**src/rtl/rv_pkg.sv**
```systemverilog
// Shared writeback-path constants: register-file geometry and requester encoding.
package rv_pkg;

  localparam int XLEN = 32;
  localparam int AW   = 5;

  typedef enum logic {
    REQ_A = 1'b0,
    REQ_B = 1'b1
  } req_e;

endpackage

```
**src/rtl/rr_arb2.sv**
```systemverilog
// Two-requester round-robin grant logic; pointer remembers the last granted requester.
module rr_arb2
  import rv_pkg::*;
(
  input  logic clk,
  input  logic rst,
  input  logic hold,
  input  logic a_valid,
  input  logic b_valid,
  output logic a_grant,
  output logic b_grant
);

  req_e rr, rr_next;

  always_ff @(posedge clk or negedge rst) begin
    if (!rst) rr <= REQ_B;
    else      rr <= rr_next;
  end

  always_comb begin
    rr_next = rr;
    if (a_grant)      rr_next = REQ_A;
    else if (b_grant) rr_next = REQ_B;
  end

  // Grants are suppressed while reset is asserted so nothing is accepted during reset.
  always_comb begin
    a_grant = 1'b0;
    b_grant = 1'b0;
    if (rst && !hold) begin
      if (a_valid && b_valid) begin
        if (rr == REQ_B) a_grant = 1'b1;
        else             b_grant = 1'b1;
      end else begin
        a_grant = a_valid;
        b_grant = b_valid;
      end
    end
  end

endmodule

```
**src/rtl/wb_arbiter.sv**
```systemverilog
// Register-file writeback arbiter: merges execute (A) and load (B) writebacks into one write port with bypass.
module wb_arbiter #(
  parameter int XLEN = rv_pkg::XLEN,
  parameter int AW   = rv_pkg::AW
) (
  input  logic            clk,
  input  logic            rst,
  input  logic            hold,
  input  logic            a_valid,
  input  logic [AW-1:0]   a_addr,
  input  logic [XLEN-1:0] a_data,
  output logic            a_ready,
  input  logic            b_valid,
  input  logic [AW-1:0]   b_addr,
  input  logic [XLEN-1:0] b_data,
  output logic            b_ready,
  output logic            WE,
  output logic [AW-1:0]   AddD,
  output logic [XLEN-1:0] DataD,
  input  logic [AW-1:0]   qa_addr,
  output logic            qa_hit,
  output logic [XLEN-1:0] qa_data,
  input  logic [AW-1:0]   qb_addr,
  output logic            qb_hit,
  output logic [XLEN-1:0] qb_data
);

  logic            wr;
  logic [AW-1:0]   sel_addr;
  logic [XLEN-1:0] sel_data;

  rr_arb2 u_arb (
    .clk     (clk),
    .rst     (rst),
    .hold    (hold),
    .a_valid (a_valid),
    .b_valid (b_valid),
    .a_grant (a_ready),
    .b_grant (b_ready)
  );

  always_comb begin
    sel_addr = b_ready ? b_addr : a_addr;
    sel_data = b_ready ? b_data : a_data;
    // x0 writes are accepted but never reach the register file
    wr       = (a_ready || b_ready) && (sel_addr != '0);
  end

  always_ff @(posedge clk or negedge rst) begin
    if (!rst) begin
      WE    <= 1'b0;
      AddD  <= '0;
      DataD <= '0;
    end else begin
      WE <= wr;
      if (wr) begin
        AddD  <= sel_addr;
        DataD <= sel_data;
      end
    end
  end

  always_comb begin
    qa_hit  = WE && (AddD == qa_addr) && (qa_addr != '0);
    qb_hit  = WE && (AddD == qb_addr) && (qb_addr != '0);
    qa_data = qa_hit ? DataD : '0;
    qb_data = qb_hit ? DataD : '0;
  end

endmodule
```
**config.mk**
```make
export PLATFORM = sky130hd
export DESIGN_NAME = wb_arbiter
export DESIGN_NICKNAME = d
export VERILOG_FILES = /design/src/rtl/rv_pkg.sv /design/src/rtl/rr_arb2.sv /design/src/rtl/wb_arbiter.sv
export SDC_FILE = /design/constraint.sdc
export NUM_CORES = 1
export LEC_CHECK = 0
export BUFFER_PORTS_ARGS = -buffer_cell sky130_fd_sc_hd__buf_4
export CORE_AREA = 5 5 114 73
export CTS_CLUSTER_DIAMETER = 30
export CTS_CLUSTER_SIZE = 14
export DETAILED_ROUTE_END_ITERATION = 7
export DIE_AREA = 0 0 119 78
export GPL_TIMING_DRIVEN = 0
export MAX_ROUTING_LAYER = met4
export PLACE_DENSITY = 0.87
export SETUP_SLACK_MARGIN = 0.02
export SYNTH_ARGS = -nofsm -noshare
export SYNTH_HDL_FRONTEND = slang
export SYNTH_SLANG_ARGS = --single-unit
```
**constraint.sdc**
```tcl
create_clock -name clk -period 2.1 [get_ports clk]
set_input_delay 0.315 -clock clk [delete_from_list [all_inputs] [get_ports clk]]
set_output_delay 0.315 -clock clk [all_outputs]
set_load 0.005 [all_outputs]
```
Yosys cells after proc, flatten, opt, wreduce, memory -nomap -nowiden
Cells that the tools add are included.

Bits in registers: 39. Input bits: 89. Word-level logic and storage cells: 31.

Equal/unequal tests: 2. Muxes and demuxes: 12. Reduce and logical (&&, ||, !) cells: 13.

Operators with widths (number): 32-bit two-way mux (3); 5-bit nonzero test (3); 5-bit == test (2); 1-bit two-way mux (8); 1-bit logical AND (7); 5-bit two-way mux (1); 2-bit nonzero test (1); 1-bit zero test (1); 1-bit logical OR (1).

Logic depth before layout (Yosys ltp)
Gate-level depths: netlist of the first run.

Word-level depth: 6. Mapped depth: 6. Gate-level depth less buffers: 5.

By module
Synthesis of the first run repeated with hierarchy kept, for this count alone.

Cell total of the unflattened synthesis: 225. Area total of the unflattened synthesis: 2603.7 sq um.

By module, submodules not included: wb_arbiter (times used 1, cells each 217, area each 2533.7 sq um); rr_arb2 (times used 1, cells each 8, area each 70.1 sq um).

Least setup slack after synthesis of the first run
Ideal clock, no wire load.

Kind: register to output. Start: register AddD[2]. End: output port qa_data[22]. Data arrival time: 1.473 ns. Slack: 0.312 ns. Cell stages (with the launch flop): 6. Path buffers: 1. Path through: dfrtp_1 xnor2_1 nand3_1 a211oi_1 clkbuf_1 and2_1.

Cells in the longest elaborated chain, start to end: 4.

Ends and longest elaborated chain: from (decl) (RTL line wb_arbiter.sv:18) `output logic [AW-1:0] AddD,`; from (signal assigned) (RTL line wb_arbiter.sv:57) `AddD <= sel_addr;`; 5-bit == test (RTL line wb_arbiter.sv:64) `qa_hit = WE && (AddD == qa_addr) && (qa_addr != '0);`; 1-bit logical AND (2 in a row) (RTL line wb_arbiter.sv:64); via qa_hit (RTL line wb_arbiter.sv:21) `output logic qa_hit,`; 32-bit two-way mux (RTL line wb_arbiter.sv:66) `qa_data = qa_hit ? DataD : '0;`; to (decl) (RTL line wb_arbiter.sv:22) `output logic [XLEN-1:0] qa_data,`.

The timed path passes the listed nets, and every way through them passes these cells.

Worst setup path after layout of the first run
Start: register AddD[4]. End: output port qb_data[25].

Cells in the longest elaborated chain, start to end: 4.

Ends and longest elaborated chain: 5-bit == test (RTL line wb_arbiter.sv:65) `qb_hit = WE && (AddD == qb_addr) && (qb_addr != '0);`; 1-bit logical AND (2 in a row) (RTL line wb_arbiter.sv:65); 32-bit two-way mux (RTL line wb_arbiter.sv:67) `qb_data = qb_hit ? DataD : '0;`; to (decl) (RTL line wb_arbiter.sv:25) `output logic [XLEN-1:0] qb_data`.

Every way passes these cells.

==> flow_metrics.py, run 1 <==
metrics = {
    "sta": {
        "hold_viol_final": 0,
        "finalCritPeriodShare_pct": 105,
        "slew_headroom_pct": 49.3,
        "setup_slack_ns": -0.105,
        "slew_violations": 0,
        "rsz0062_at_grt": "yes",
        "fin_tns_setup_ns": -4.32,
        "fin_skew_ns": 0.00511,
        "worst_slew_pin_slew_ns": 0.761,
        "fmax_mhz": 453,
        "fin_crit_ns": 2.21,
        "whs_ns": 0.331,
        "setup_viol": 62,
    },
    "power_and_ir_drop": {
        "intPower_mw": 2.02,
        "vdd_drop_max_v": 0.000381,
        "swShare_pct": 31.5,
        "leakagePower_nw": 2.63,
        "p_comb_share_pct": 33.8,
        "pwr-share-clk_pct": 27.8,
        "p_sw_uw": 928,
        "seqPwrFrac_pct": 38.4,
        "powerDensity_mw_per_mm2": 544,
    },
    "setup_path": {
        "reg2reg_from": "u_arb.rr",
        "critPathLaunchType": "flop",
        "cp_cell_sequence": "or2_2 > o21ai_2 > and4_4 > buf_8 > and2_4 > buf_6",
        "crit_cells": 6,
        "crit_required_ns": 1.78,
        "worstPathMaxFanout": 8,
        "crit_type": "flop to primary output",
        "cp.arrival_ns": 1.89,
        "critical_path.endpoint": "qb_data[25]",
        "ff2ff_path_depth": 5,
        "critPathBufInv": 2,
        "reg2reg_setup_slack_ns": 0.23,
        "cpLargestDelayFamily": "simple AND/OR/NAND/NOR gates",
        "r2r_end": "DataD[29]",
        "crit_slowest_cell": "dfrtp_2",
        "crit_path_max_incr_delay_ns": 0.42,
        "critPathCaptureType": "primary output",
        "crit_path_start": "AddD[4]",
    },
    "routing": {
        "drc": 0,
        "drt_first_pass_iters": 4,
        "drt_iter0_drc": 158,
        "ant_nets": 0,
        "totalWireLength_mm": 11.9,
        "wl_per_cell_um": 19.3,
        "num_vias": 3221,
        "drt-vias-per-instance": 5.24,
    },
    "placed_design": {
        "gp_congestion": 0.826,
        "dpl.hpwl_mm": 8.21,
        "portBuffers": 194,
    },
    "cts": {
        "clockBufferDepth": 2,
        "numCtsBuffers": 5,
        "cts_sinks": 39,
        "cts_tree": "yes",
        "htreeDepth": 2,
        "cts_root_buffer": "clkbuf_16",
        "clock_latency_ns": 0.28,
        "clkTransAtPathRegs_ns": 0.06,
    },
    "floorplan": {
        "ios": 195,
        "die_x_um": 119,
        "core_region_area_mm2": 0.00709,
        "start_util_pct": 42.0,
        "die_h_um": 78,
        "die_area_mm2": 0.00928,
        "rows": 24,
    },
    "global_routing": {
        "grtUsageTotal_pct": 24.8,
        "grt_pass1_vias": 3421,
        "grt_overflow_total": 0,
        "grt_max_degree": 39,
        "grt_pass1_wl_mm": 17.9,
        "antenna_found_initial": 0,
    },
    "status": {
        "outcome": "complete, but fails checks",
        "violations": "negative setup slack",
    },
    "cells_and_area": {
        "fin_nets": 612,
        "syn_to_final_growth_pct": 82.1,
        "final_cell_mix": "buf_4 (146), buf_6 (63), and2_4 (55)",
        "antenna_cells": 0,
        "final_common_cell": "buf_4",
        "utilization_pct": 76.4,
        "drive_gt1_share_pct": 64.9,
    },
    "synth": {
        "yosys_warnings": 0,
        "synthArstFlopShare_pct": 100,
        "synth_edf_count": 0,
        "synthesis.nets": 393,
        "synth_area_per_cell_um2": 9.78,
        "yosys_most_used_dff": "dfrtp_1",
        "synth-seq-cells": 39,
        "synth_seq_area_share_pct": 32.9,
        "syn_inst": 304,
        "syn-cell-area_mm2": 0.00297,
        "synth_cell_types": 40,
    },
    "run": {
        "maxCapViolCount": 0,
    },
    "min_path": {
        "hold_path.class": "input port to flop",
    },
}
[layer usage]
| metal | up-vias | share of wire, % | global-route usage [%] |
|---|---|---|---|
| met5 | - | 0 | - |
| met2 | 123 | 52 | 43.3 |
| met1 | 1587 | 41 | 29.5 |
| li1 | 1497 | - | - |
| met3 | 14 | 6.2 | 5.31 |
| met4 | 0 | 1.2 | 5.66 |
[cell type report]
type	instances	area, um2
repair buffers	212	1890
well taps	91	114
plain buffers	19	249
fillers	493	1670
flip-flops and latches	39	982
multi-input cells	211	1890
clock inverters	1	7.51
inverters	35	131
clock buffers	7	153
[synthesized netlist by cell type (all sizes together) (2+ instances only)]
| library cell | number | share of area, % |
|---|---|---|
| dfrtp | 38 | 32 |
| and3 | 2 | 0.50 |
| nand3b | 2 | 0.50 |
| or4 | 2 | 0.76 |
| nor2b | 2 | 0.42 |
| a22o | 2 | 0.59 |
| nand2 | 5 | 0.63 |
| o21ai | 2 | 0.34 |
| a221oi | 32 | 15 |
| nand3 | 2 | 0.34 |
| xnor2 | 5 | 1.5 |
| a211oi | 5 | 1.3 |
| clkbuf | 11 | 2.7 |
| mux2i | 32 | 11 |
| and2 | 64 | 13 |
| buf | 8 | 2.7 |
| nor2 | 36 | 5.1 |
| a211o | 2 | 0.59 |
| inv | 35 | 4.4 |
| xor2 | 3 | 0.88 |
[registers in the layout, indices dropped and copies added, names as in the netlist]
| register | count |
|---|---|
| AddD | 5 |
| u_arb.rr | 1 |
| WE | 1 |
| DataD | 32 |
[metrics by stage]
step / setup WS, ns / instance area, um2 / power, mW / std cells
2_1_floorplan: 0.312 / 2970 / 1.48 / 304
4_1_cts: -0.0521 / 5080 / 2.90 / 612
6_report: -0.105 / 5420 / 2.95 / 615
3_3_place_gp: -0.473 / 4540 / 1.96 / 589
3_5_place_dp: -0.505 / 4540 / 2.01 / 589
5_1_grt: -0.158 / 5420 / 3.11 / 615
[repair_timing]
action / 4_1_cts / 5_1_grt
gates resized for setup: 70 / 94
endpoints found under the setup margin: 77 / 97
pin swaps: 4 / 3
hold buffers: 2 / 0
gates cloned: 4 / 1
setup buffers: 9 / 2
endpoints found under the hold margin: 38 / 0
[power groups by stage]
stage	Clock (mW)	Sequential, mW	Combinational [mW]
2_1_floorplan	0	1.08	0.402
3_3_place_gp	0	1.10	0.854
3_5_place_dp	0	1.12	0.884
4_1_cts	0.833	1.11	0.958
5_1_grt	0.866	1.16	1.08
6_report	0.820	1.13	0.998
[cell families after synthesis]
| logic type | after synthesis | synth area share, % |
|---|---|---|
| flip-flops | 39 | 32.9 |
| XOR/XNOR | 8 | 2.36 |
| AND/OR/NAND/NOR | 120 | 22.8 |
| multiplexers | 33 | 11.1 |
| buffers and inverters | 54 | 9.84 |
| AO/OA/AOI/OAI | 50 | 21.0 |
[how the worst min path moves through the flow]
stage                           from  cells past startpoint         to
after global routing      a_data[10]                      3  DataD[10]
after floorplan                  rst                      0    AddD[0]
final                     a_data[10]                      3  DataD[10]
after detailed placement         rst                      1    AddD[3]
after CTS                        rst                      3   u_arb.rr
after global placement           rst                      1    AddD[3]
[worst reg2reg max path, delay by kind of cell (launching register included)]
| family | cells | cell delay [ns] |
|---|---|---|
| buffers and inverters | 3 | 0.97 |
| flip-flops | 1 | 0.39 |
| AO/OA/AOI/OAI | 2 | 0.38 |
Power figures use the tool's default switching activity.
==> run 2: changes to the inputs <==
--- a/config.mk
+++ b/config.mk
@@ -6,11 +6,11 @@
 export NUM_CORES = 1
 export LEC_CHECK = 0
 export BUFFER_PORTS_ARGS = -buffer_cell sky130_fd_sc_hd__buf_4
-export CORE_AREA = 5 5 114 73
+export CORE_AREA = 2 2 111 70
 export CTS_CLUSTER_DIAMETER = 30
 export CTS_CLUSTER_SIZE = 14
 export DETAILED_ROUTE_END_ITERATION = 7
-export DIE_AREA = 0 0 119 78
+export DIE_AREA = 0 0 113 72
 export GPL_TIMING_DRIVEN = 0
 export MAX_ROUTING_LAYER = met4
 export PLACE_DENSITY = 0.87
==> flow_metrics.py, run 2 (synthesis gave the netlist of run 1 again) <==
metrics = {
    "status": {
        "outcome": "complete, but fails checks",
        "violations": "design-rule violations, negative setup slack",
    },
    "placed_design": {
        "portBuffers": 194,
        "dpl_cell_area_mm2": 0.00454,
        "dpl.hpwl_mm": 7.29,
        "place_inst": 589,
        "post-place-ws_ns": -0.541,
        "gp_congestion": 0.907,
    },
    "sta": {
        "fin_skew_ns": 0.00171,
        "fin_crit_ns": 2.21,
        "finalCritPeriodShare_pct": 105,
        "worst_slew_pin_slew_ns": 0.815,
        "fin_tns_setup_ns": -5.00,
        "setup_viol": 63,
        "slew_violations": 0,
        "slew_headroom_pct": 45.6,
        "rsz0062_at_grt": "yes",
        "fmax_mhz": 453,
        "hold_viol_final": 0,
        "setup_slack_ns": -0.105,
    },
    "cells_and_area": {
        "top_regs": "DataD x32, AddD x5",
        "layoutNonFillerInstCount": 619,
        "final_common_cell": "buf_4",
        "utilization_pct": 76.3,
        "drive_gt1_share_pct": 63.4,
        "final_cell_mix": "buf_4 (160), buf_6 (51), and2_4 (43)",
        "stdcell_area_mm2": 0.00541,
        "largest_reg_flops": 32,
        "antenna_cells": 0,
        "top_register": "DataD",
        "syn_to_final_growth_pct": 81.8,
        "fin_nets": 616,
        "fill_cells": 490,
    },
    "routing": {
        "wl_per_cell_um": 18.1,
        "drt_first_pass_iters": 7,
        "totalWireLength_mm": 11.2,
        "drt-vias-per-instance": 5.21,
        "ant_nets": 0,
        "drt_iter0_drc": 168,
        "num_vias": 3225,
        "drc": 12,
    },
    "global_routing": {
        "globalRoute.busiestLayer": "met2",
        "grt_use_met1_pct": 33.6,
        "grt_max_degree": 39,
        "grtUsageTotal_pct": 26.0,
        "grtUsageMet3_pct": 5.76,
        "grt_util_met2_pct": 43.3,
        "grt_pass1_vias": 3167,
        "grt_pass1_wl_mm": 16.3,
        "grt_overflow_total": 0,
        "antenna_found_initial": 0,
    },
    "cts": {
        "clockBufferDepth": 2,
        "htreeDepth": 2,
        "clock_latency_ns": 0.27,
        "clkTransAtPathRegs_ns": 0.06,
        "cts_root_buffer": "clkbuf_16",
        "numCtsBuffers": 5,
        "cts_sinks": 39,
        "cts_tree": "yes",
    },
    "floorplan": {
        "die_area_mm2": 0.00814,
        "core_region_area_mm2": 0.00709,
        "die_h_um": 72,
        "die_x_um": 113,
        "start_util_pct": 42.0,
        "rows": 24,
        "ios": 195,
    },
    "run": {
        "maxCapViolCount": 0,
    },
    "setup_path": {
        "crit_required_ns": 1.78,
        "critPathLaunchType": "flop",
        "cp.arrival_ns": 1.89,
        "critPathCaptureType": "primary output",
        "crit_type": "flop to primary output",
        "worstPathMaxFanout": 5,
    },
    "power_and_ir_drop": {
        "powerDensity_mw_per_mm2": 560,
        "leakagePower_nw": 2.65,
        "vdd_drop_max_v": 0.000389,
    },
    "min_path": {
        "hold_path.class": "input port to flop",
    },
}
-- run 2: cell count changes in the layout (fill, tap and decap cells not counted), sizes merged --
cell,change
and4,+1
buf,+5
bufinv,+1
clkbuf,-3
clkinv,+1
clkinvlp,-1
-- run 2: metal layers --
layer	part of all wire, %	vias to the layer above	wire, um
met1	43	1563	4810
met2	48	144	5420
met5	0	-	0
met4	0.96	0	108
met3	7.6	10	852
li1	-	1508	-
-- run 2: path summary, 6_finish.rpt --
check                      startpoint          end  slack, ns  cells after the start
max reg2reg                  u_arb.rr    DataD[26]       0.19                      5
max                           AddD[4]  qa_data[12]      -0.11                      8
min reg2reg                  u_arb.rr     u_arb.rr       0.54                      2
min                        a_data[10]    DataD[10]       0.34                      3
max in group asynchronous         rst      AddD[4]       1.23                      3
min in group asynchronous         rst     u_arb.rr       0.62                      2
-- run 2: cell type report --
cell class              count  area, um2  area share, %
multi-input cells         212       1910           35.2
inverters                  35        131           2.43
clock inverters             2       35.0          0.648
well taps                  91        114           2.11
repair buffers            215       1870           34.6
clock buffers               6        139           2.57
flip-flops and latches     39        982           18.2
plain buffers              19        229           4.24
-- run 2: worst max-delay path, stage by stage (launching register included) --
cell	delay [ns]
dfrtp_2	0.44
buf_6	0.14
nor2_4	0.09
o41ai_4	0.09
a211oi_4	0.30
buf_6	0.19
buf_8	0.13
and2_4	0.14
buf_6	0.09
-- run 2: report_power, final --
part	total (mW)	switching (mW)	internal, mW
clock	0.887	0.297	0.591
sequential	1.13	0.216	0.910
combinational	1.01	0.403	0.611
-- run 2: timing repair --
item,CTS,global route
gates cloned,7,0
hold buffers,2,0
endpoints found under the setup margin,77,89
resized for setup,67,83
pin swaps,5,5
buffers inserted,10,3
hold endpoints to repair,38,0
-- run 2: metrics by stage --
step | hold slack, ns | power [mW]
2_1_floorplan | 0.0194 | 1.48
3_3_place_gp | 0.336 | 1.95
3_5_place_dp | 0.331 | 1.99
4_1_cts | 0.322 | 2.97
5_1_grt | 0.340 | 3.18
6_report | 0.341 | 3.03
==> run 3: changes to the inputs <==
--- a/config.mk
+++ b/config.mk
@@ -14,6 +14,7 @@
 export GPL_TIMING_DRIVEN = 0
 export MAX_ROUTING_LAYER = met4
 export PLACE_DENSITY = 0.87
+export REMOVE_ABC_BUFFERS = 1
 export SETUP_SLACK_MARGIN = 0.02
 export SYNTH_ARGS = -nofsm -noshare
 export SYNTH_HDL_FRONTEND = slang
==> flow_metrics.py, run 3 (synthesis gave the netlist of run 1 again) <==
metrics = {
    "cells_and_area": {
        "antenna_cells": 0,
        "largest_reg_flops": 32,
        "fin_nets": 603,
        "register_area_um2": 982,
        "final_common_cell": "buf_4",
        "top_regs": "DataD x32, AddD x5",
        "stdcell_area_mm2": 0.00525,
        "fill_cells": 484,
        "multi_input_area_mm2": 0.00196,
        "top_register": "DataD",
        "syn_to_final_growth_pct": 76.4,
        "drive_gt1_share_pct": 62.6,
        "final_cell_mix": "buf_4 (162), buf_6 (44), and2_4 (42)",
        "utilization_pct": 74.0,
    },
    "setup_path": {
        "crit_required_ns": 1.78,
        "cp.arrival_ns": 2.01,
        "critPathCaptureType": "primary output",
        "worstPathMaxFanout": 13,
        "crit_slowest_cell": "dfrtp_2",
        "ff2ff_path_depth": 6,
        "cp_cell_sequence": "xnor2_1 > nand3_1 > a211oi_4 > buf_6 > buf_8 > and2_1 > buf_4",
        "critPathLaunchType": "flop",
        "reg2reg_setup_slack_ns": 0.24,
        "crit_type": "flop to primary output",
        "crit_path_max_incr_delay_ns": 0.47,
    },
    "sta": {
        "finalCritPeriodShare_pct": 111,
        "slew_headroom_pct": 44.8,
        "setup_slack_ns": -0.222,
        "hold_viol_final": 0,
        "fin_crit_ns": 2.32,
        "worst_slew_pin_slew_ns": 0.828,
        "fmax_mhz": 431,
        "slew_violations": 0,
        "setup_viol": 62,
        "fin_skew_ns": 0.00219,
        "rsz0062_at_grt": "yes",
        "whs_ns": 0.322,
    },
    "power_and_ir_drop": {
        "pwr-share-clk_pct": 25.6,
        "seqPwrFrac_pct": 38.2,
        "p_sw_uw": 957,
        "p_comb_share_pct": 36.2,
        "p_total_mw": 2.95,
        "swShare_pct": 32.4,
        "intPower_mw": 2.00,
        "vdd_drop_max_v": 0.000316,
        "leakagePower_nw": 2.54,
        "powerDensity_mw_per_mm2": 563,
    },
    "routing": {
        "totalWireLength_mm": 12.3,
        "drt_first_pass_iters": 7,
        "drt_iter0_drc": 241,
        "drc": 12,
        "wl_per_cell_um": 20.3,
        "num_vias": 3313,
        "drt-vias-per-instance": 5.48,
        "ant_nets": 0,
    },
    "placed_design": {
        "dpl_cell_area_mm2": 0.00447,
        "gp_congestion": 0.851,
        "portBuffers": 194,
        "post-place-ws_ns": -0.526,
        "dpl.hpwl_mm": 6.79,
    },
    "min_path": {
        "hold_path.class": "input port to flop",
        "holdPathStages": 3,
    },
    "floorplan": {
        "core_region_area_mm2": 0.00709,
        "rows": 24,
        "start_util_pct": 42.0,
        "die_x_um": 113,
        "die_h_um": 72,
        "die_area_mm2": 0.00814,
        "ios": 195,
    },
    "cts": {
        "cts_tree": "yes",
        "htreeDepth": 2,
        "numCtsBuffers": 5,
        "clkTransAtPathRegs_ns": 0.06,
        "cts_root_buffer": "clkbuf_16",
        "clockBufferDepth": 2,
        "cts_sinks": 39,
        "clock_latency_ns": 0.28,
    },
    "global_routing": {
        "grtUsageTotal_pct": 28.0,
        "antenna_found_initial": 0,
        "grt_overflow_total": 0,
        "grt_max_degree": 39,
        "grt_pass1_wl_mm": 17.2,
        "grt_pass1_vias": 3126,
    },
    "run": {
        "maxCapViolCount": 0,
    },
    "status": {
        "outcome": "complete, but fails checks",
        "violations": "design-rule violations, negative setup slack",
    },
}
run 3: cell count changes in the layout (fill, tap and decap cells not counted), sizes merged:
cell / previous run / this run
clkbuf: 11 / 7
and4: 2 / 5
bufinv: 1 / 0
o2111ai: 1 / 2
buf: 228 / 215
run 3: cell type report:
| type | count | share of cell area (%) |
|---|---|---|
| Timing Repair Buffer | 217 | 36.5 |
| Multi-Input combinational cell | 216 | 37.3 |
| Sequential cell | 39 | 18.7 |
| Inverter | 35 | 2.55 |
| Clock inverter | 1 | 0.0954 |
| Tap cell | 91 | 2.17 |
| Clock buffer | 6 | 2.65 |
run 3: final timing paths:
kind / from / end
min reg2reg: u_arb.rr / u_arb.rr
max in group asynchronous: rst / AddD[4]
min in group asynchronous: rst / u_arb.rr
min: a_data[12] / DataD[12]
max: AddD[2] / qa_data[2]
max reg2reg: u_arb.rr / DataD[10]
run 3: power by group through the flow:
| stage | registers, mW | clock network [mW] | logic (mW) |
|---|---|---|---|
| 2_1_floorplan | 1.08 | 0 | 0.384 |
| 3_3_place_gp | 1.10 | 0 | 0.830 |
| 3_5_place_dp | 1.12 | 0 | 0.877 |
| 4_1_cts | 1.11 | 0.766 | 1.00 |
| 5_1_grt | 1.15 | 0.811 | 1.14 |
| 6_report | 1.13 | 0.756 | 1.07 |
run 3: per-layer routing:
layer  up-vias  share of wire, %  GRT usage, %
met5         -                 0             -
li1       1492                 -             -
met2       182                48          45.8
met3        16                10          6.10
met4         0               1.3          6.23
met1      1623                41          36.1
run 3: worst max-delay path: cells and delay by family, from the launching register on:
kind	cells	cell delay (ns)
compound gates	1	0.24
xor+xnor	1	0.28
buf+inv	3	0.43
flops	1	0.47
simple gates	2	0.30
run 3: repair_timing:
item,in CTS,in global routing
buffers inserted,12,4
endpoints found under the setup margin,101,70
cloned,5,2
resized for setup,58,60
hold buffers,2,0
hold endpoints to repair,38,0
pin swaps,16,10
run 3: stage by stage:
step | instances | TNS, ns
final | 605 | -7.51
after global routing | 605 | -12.55
after CTS | 600 | -0.466
after detailed placement | 574 | -27.19
after global placement | 570 | -145.71
after floorplan | 285 | -54.46
